<file path="src/rtl/seq_multiplier.sv">
// Iterative shift-add multiplier: one multiplier bit per cycle, sign handled by magnitude/negate.
// Optional SEQ_MULTIPLIER_EARLY_TERM_EN ends BUSY once the remaining multiplier bits are all zero.
module seq_multiplier #(
  parameter int size = 32
) (
  input  logic              clk_i,
  input  logic              rst_i,
  input  logic              start_i,
  input  logic              signed_i,
  input  logic [size-1:0]   src1_i,
  input  logic [size-1:0]   src2_i,
  output logic              busy_o,
  output logic              done_o,
  output logic [2*size-1:0] product_o
);

  localparam int CW = $clog2(size + 1);

  typedef enum logic [1:0] {IDLE, BUSY, DONE} state_e;

  state_e            state_q, state_d;
  logic [2*size-1:0] mcand_q, mcand_d;
  logic [2*size-1:0] acc_q, acc_d;
  logic [2*size-1:0] product_q, product_d;
  logic [size-1:0]   mplier_q, mplier_d;
  logic [CW-1:0]     cnt_q, cnt_d;
  logic              neg_q, neg_d;
  logic              busy_q, busy_d;
  logic              done_q, done_d;

  logic [size-1:0]   mag1, mag2;
  logic [2*size-1:0] acc_sum;
  logic              last;

  always_comb begin
    // Magnitudes are unsigned size-bit values, so the most negative input maps to 2^(size-1).
    mag1    = (signed_i && src1_i[size-1]) ? -src1_i : src1_i;
    mag2    = (signed_i && src2_i[size-1]) ? -src2_i : src2_i;
    acc_sum = mplier_q[0] ? (acc_q + mcand_q) : acc_q;
`ifdef SEQ_MULTIPLIER_EARLY_TERM_EN
    last    = (cnt_q == CW'(size - 1)) || ((mplier_q >> 1) == '0);
`else
    last    = (cnt_q == CW'(size - 1));
`endif

    state_d   = state_q;
    mcand_d   = mcand_q;
    acc_d     = acc_q;
    product_d = product_q;
    mplier_d  = mplier_q;
    cnt_d     = cnt_q;
    neg_d     = neg_q;
    busy_d    = 1'b0;
    done_d    = 1'b0;

    case (state_q)
      IDLE, DONE: begin
        if (start_i) begin
          state_d  = BUSY;
          mcand_d  = {{size{1'b0}}, mag1};
          mplier_d = mag2;
          acc_d    = '0;
          cnt_d    = '0;
          neg_d    = signed_i & (src1_i[size-1] ^ src2_i[size-1]);
          busy_d   = 1'b1;
        end else begin
          state_d  = IDLE;
        end
      end
      BUSY: begin
        acc_d    = acc_sum;
        mcand_d  = mcand_q << 1;
        mplier_d = mplier_q >> 1;
        cnt_d    = cnt_q + 1'b1;
        busy_d   = 1'b1;
        if (last) begin
          state_d   = DONE;
          busy_d    = 1'b0;
          done_d    = 1'b1;
          product_d = neg_q ? -acc_sum : acc_sum;
        end
      end
      default: state_d = IDLE;
    endcase
  end

  always_ff @(posedge clk_i) begin
    if (rst_i) begin
      state_q   <= IDLE;
      mcand_q   <= '0;
      acc_q     <= '0;
      product_q <= '0;
      mplier_q  <= '0;
      cnt_q     <= '0;
      neg_q     <= 1'b0;
      busy_q    <= 1'b0;
      done_q    <= 1'b0;
    end else begin
      state_q   <= state_d;
      mcand_q   <= mcand_d;
      acc_q     <= acc_d;
      product_q <= product_d;
      mplier_q  <= mplier_d;
      cnt_q     <= cnt_d;
      neg_q     <= neg_d;
      busy_q    <= busy_d;
      done_q    <= done_d;
    end
  end

  assign busy_o    = busy_q;
  assign done_o    = done_q;
  assign product_o = product_q;

endmodule

</file>
<file path="config.mk">
export PLATFORM = sky130hd
export DESIGN_NAME = seq_multiplier
export DESIGN_NICKNAME = d
export VERILOG_FILES = /design/src/rtl/seq_multiplier.sv
export SDC_FILE = /design/constraint.sdc
export NUM_CORES = 1
export LEC_CHECK = 0
export CORE_MARGIN = 5
export CORE_UTILIZATION = 65
export DETAILED_ROUTE_END_ITERATION = 16
export PLACE_DENSITY = 0.95
export SLEW_MARGIN = 40
export SYNTH_ARGS = -nofsm -noshare
export SYNTH_HDL_FRONTEND = slang
export SYNTH_SLANG_ARGS = --single-unit
</file>
<file path="constraint.sdc">
create_clock -name clk_i -period 6.6 [get_ports clk_i]
set_input_delay 0.99 -clock clk_i [delete_from_list [all_inputs] [get_ports clk_i]]
set_output_delay 0.99 -clock clk_i [all_outputs]
set_load 0.005 [all_outputs]
</file>
# == Word level (Yosys, flattened, before mapping) ==
# Cells that the tools add are included.
# W data, S select, Z words.
# classes
shift,0
n_reduce_logical,9
n_lt_le_gt_ge,0
n_eq_ne,5
muxes,19
mul,0
n_bitwise,3
add_sub_neg,5
n_div,0
# op_table
operator,count
$mux W64,4
$pmux W64 S2,2
$mux W32,3
$add A64 B64 Y64,1
$neg A32 Y32,2
$neg A64 Y64,1
$pmux W32 S2,1
$pmux W6 S2,1
$add A6 B1 Y6 const B,1
$eq A6 B5 Y1 const B,1
$mux W6,1
$reduce_and A2 Y1,3
$mux W1,4
$ne A2 B2 Y1 const B,2
$pmux W2 S2,1
$reduce_or A2 Y1,2
$eq A2 B1 Y1 const B,1
$eq A2 B2 Y1 const B,1
$logic_and A1 B1 Y1,2
$logic_not A2 Y1,1
$mux W2,1
$pmux W1 S2,1
$reduce_bool A2 Y1,1
$and A1 B1 Y1,1
2 further kinds,2
# totals
mem_bits_rw,0
n_memories,0
register_bits,235
rom_bits,0
output_inout_bits,66
latchBits,0
word_cells,50
inputBits,68

# == Longest topological paths before layout ==
# logic_depth
word_depth,4
ltp_mapped,17
depth_no_buf,15

# == Worst setup path before layout ==
# No wires, ideal clock.
# synth_path
path_kind,register to register
from,reg mcand_q[0]
to,reg product_q[59] (netlist: product_o[59])
arrival_ns,4.181
path_stages_with_launch,18
path_buffers,2
path_slack_ns,2.345
setup_ns,0.074
required_ns,6.526
synth_period_minus_slack_ns,4.255
path_cell_list,dfxtp_1 -> ha_1 -> inv_1 -> fa_1 -> nand2b_1 -> a211oi_2 -> buf_6 -> o21a_1 -> o21ai_0 -> a2111oi_0 -> mux2_2 -> nor3_1 -> and4_1 -> buf_2 -> nand4_4 -> or2_4 -> or4_1 -> a31oi_1
# synth_between
elab_chain_cells,4
# synth_lines
element,line,source
"start, declared",22,"logic [2*size-1:0] mcand_q, mcand_d;"
"start signal, assigned",100,mcand_q <= mcand_d;
$add A64 B64 Y64 *,39,acc_sum = mplier_q[0] ? (acc_q + mcand_q) : acc_q;
$mux W64 *,39,
$neg A64 Y64,80,product_d = neg_q ? -acc_sum : acc_sum;
$mux W64 *,80,
"end signal, assigned",102,product_q <= product_d;
"end, declared",24,"logic [2*size-1:0] product_q, product_d;"
# Every way passes the cells marked *; elsewhere a longest branch is shown, timed or not.
# A chain may end at the register's enable or synchronous reset.

# == Worst setup path in the final report ==
# Ends and elaborated chain as after synthesis.

==> impl_metrics.yaml <==
cts:
  cts_tree: "built"
  cts_setup_buffers: 0
  clk-insertion-delay-late_ps: 560
  clkTransAtPathRegs_ps: 60
  cts_buffer_depth: 3
  holdBufCountCts: 0
  htree_levels: 1
  clkSinkCount: 235
  root_buffer: "clkbuf_16"
  postCtsResizedCells: 0
  cts_buffers: 26
routing:
  met1_length_um: 20830
  drtAntennaViolNets: 0
  dr_wl_met3_um: 4711
  via_count: 18530
  wl_um: 58020
  vias_per_cell: 7.007
  wl_met2_um: 27400
  routedWlPerCell_um: 21.94
  top_layer_used: "met4"
  drt_first_pass_iters: 6
  drc: 0
  dr.first_iter.drc_count: 2108
synth:
  synthArstFlopShare: 0
  synth_cell_types: 96
  synth_area_leaders: "dfxtp_1, a21oi_1, a22oi_1"
  synth_top_cell_by_area: "dfxtp_1"
  synth-seq-cells: 235
  ys_seq_area_frac: 0.2784
  yosysTopAreaCellShare: 0.2784
  yosys.cell_count.top_type: "nand2_1"
  synthCells: 2267
  syn-num-nets: 2403
  synth_warnings: 0
  synthFlopType: "dfxtp_1"
  netlist_top_cells_count: "nand2_1, a21oi_1, nor2_1"
  syn_area_um2: 16900
  syn_avg_cell_area_um2: 7.455
  synth_enable_flop_cells: 0
floorplan:
  die_w_um: 171.2
  initial_core_util: 0.6541
  num_rows: 59
  core_um2: 25840
  fp.dieArea_um2: 29320
  io_pins: 134
  die_h_um: 171.2
layout:
  area_delta_synth_final_pct: 13.93
  diodes: 0
  instances_no_fill: 2644
  drive_gt1_frac: 0.06107
  fill_cells: 1970
  fin_nets: 2425
  multi_input_area_um2: 11480
  regArea_um2: 4712
worst_setup_path:
  cp.buffers_inverters: 1
  path_class: "flip-flop to flip-flop"
  slowest_stage: "a211oi_4"
  end_kind: "flip-flop"
  r2r_end: "product_o[59]$_SDFFE_PP0P_"
  startpoint_type: "flip-flop"
  reg2reg_from: "mcand_q[0]$_SDFFE_PP0P_"
  critical-path-max-stage-delay_ps: 590
  crit_fanout: 11
  crit_chain: "ha_1, inv_1, fa_1, nand2b_1, a211oi_4, o21a_1, o21ai_0, a2111oi_0, mux2_2, nor3_1, and4_1, nand4_4, or2_4, or4_1, a31oi_1"
  required_ps: 7080
  r2r_slack_ps: 1410
  cp_top_family: "simple AND/OR/NAND/NOR gates"
  reg2reg_depth: 15
  arrival_ps: 5670
global_routing:
  grt_pass1_vias: 17600
  antenna_found_initial: 0
  grt_max_degree: 164
  grt_pass1_wl_um: 90780
  grtUsageTotal: 0.3809
  overflow: 0
timing:
  worstMarginPinSlew_ps: 1001
  max_clock_freq_mhz: 192.7
  setup_viol: 0
  rsz0062_at_grt: "no"
  finalCritPeriodShare: 0.7861
  clock_skew_ps: 13.90
  timing.final.hold_violations: 0
  fin_crit_ps: 5188
  max-slew-margin-rel: 0.3268
  final-max-slew-violation-count: 0
  tns_ps: 0
placed_design:
  place_inst: 2596
  hpwl_um: 41850
  io_buffers: 133
  place.gp.congestion: 1.008
worst_hold_path:
  hold_path_class: "flip-flop to flip-flop"
  hp-start: "product_o[29]$_SDFFE_PP0P_"
  hold_depth: 2
  hold_end: "product_o[29]$_SDFFE_PP0P_"
power_and_ir_drop:
  power_density_nw_per_um2: 195.5
  vdd_ir_drop_max_mv: 0.2115
  p_leak_uw: 0.006896
run_status:
  outcome: "complete, no violations"
flow_run:
  max-cap-violations: 0
worst min-delay path, cell delays in order (launching register included):
cell,delay (ps)
dfxtp_1,310
nand2_1,50
a21oi_1,50
final cells by class:
cell class	count	share of cell area
multi-input cells	1836	0.5965
repair buffers	150	0.07733
inverters	40	0.007798
flip-flops and latches	235	0.2447
well taps	335	0.02177
clock inverters	16	0.01319
clock buffers	32	0.03867
routing by layer:
metal	track usage	up-vias
met1	0.4298	8692
met4	0.2725	0
met5	0	-
li1	-	8471
met3	0.06160	321
met2	0.6532	1043
cells in the final DEF, fill, tap and decap left out, types with 20 or more instances in the layout:
cell / count
xor2_1: 63
o31ai_1: 34
inv_1: 39
nor2_1: 244
nor3_1: 50
a211oi_1: 22
a21oi_1: 247
nand4_1: 44
nand3_1: 44
a22oi_1: 142
or4_1: 21
a21o_1: 26
xnor2_1: 63
o21a_1: 20
clkbuf_16: 27
ha_1: 67
dfxtp_1: 233
o21ai_0: 126
nand2_1: 283
clkdlybuf4s50_1: 132
where the power goes:
part / switching [uW] / internal [uW] / leakage (uW) / total (uW)
sequential: 46.9 / 1450 / 0.00190 / 1500
combinational: 382 / 202 / 0.00450 / 584
clock: 641 / 1040 / 0.000489 / 1680
total: 1070 / 2690 / 0.00690 / 3760
state kept, by name (all words and copies together), names as in the netlist:
name and cells:
mplier_q 32, neg_q 1, mcand_q 64, product_o 64, done_o 1, busy_o 1
cnt_q 6, state_q 2, acc_q 64
worst max-delay path by stage:
stage / slack [ps] / end / cells past startpoint / from
after floorplan: 2340 / product_o[59]$_SDFFE_PP0P_ / 17 / mcand_q[0]$_SDFFE_PP0P_
after global placement: 1590 / product_o[59]$_SDFFE_PP0P_ / 15 / mcand_q[0]$_SDFFE_PP0P_
after detailed placement: 1480 / product_o[59]$_SDFFE_PP0P_ / 15 / mcand_q[0]$_SDFFE_PP0P_
after CTS: 1340 / product_o[59]$_SDFFE_PP0P_ / 15 / mcand_q[0]$_SDFFE_PP0P_
after global routing: 1050 / product_o[60]$_SDFFE_PP0P_ / 15 / mcand_q[0]$_SDFFE_PP0P_
final: 1410 / product_o[59]$_SDFFE_PP0P_ / 15 / mcand_q[0]$_SDFFE_PP0P_
kinds of logic (layout without fill, tap and decap cells):
| group | Yosys count | after routing | synth area share |
|---|---|---|---|
| multiplexers | 23 | 23 | 0.01451 |
| adder cells (fa/ha/maj) | 68 | 68 | 0.05079 |
| XOR/XNOR | 126 | 126 | 0.06530 |
| AND/OR/NAND/NOR | 821 | 821 | 0.2308 |
| AO/OA/AOI/OAI | 798 | 798 | 0.3146 |
| flip-flops | 235 | 235 | 0.2784 |
| buffers and inverters | 196 | 238 | 0.04568 |
per-stage QoR:
stage | hold WS (ps) | cell area, um2 | worst slack [ps] | utilization | power [uW]
final | 451.7 | 19250 | 1412 | 0.7452 | 3765
after global placement | 436.7 | 18200 | 1586 | 0.7043 | 2072
after CTS | 452.9 | 19240 | 1336 | 0.7446 | 3747
after global routing | 481.4 | 19250 | 1045 | 0.7452 | 3883
after floorplan | 436.8 | 16900 | 2345 | - | 1910
after detailed placement | 444.4 | 18240 | 1485 | 0.7060 | 2089
Note: power is estimated with default switching activity, not from simulation.
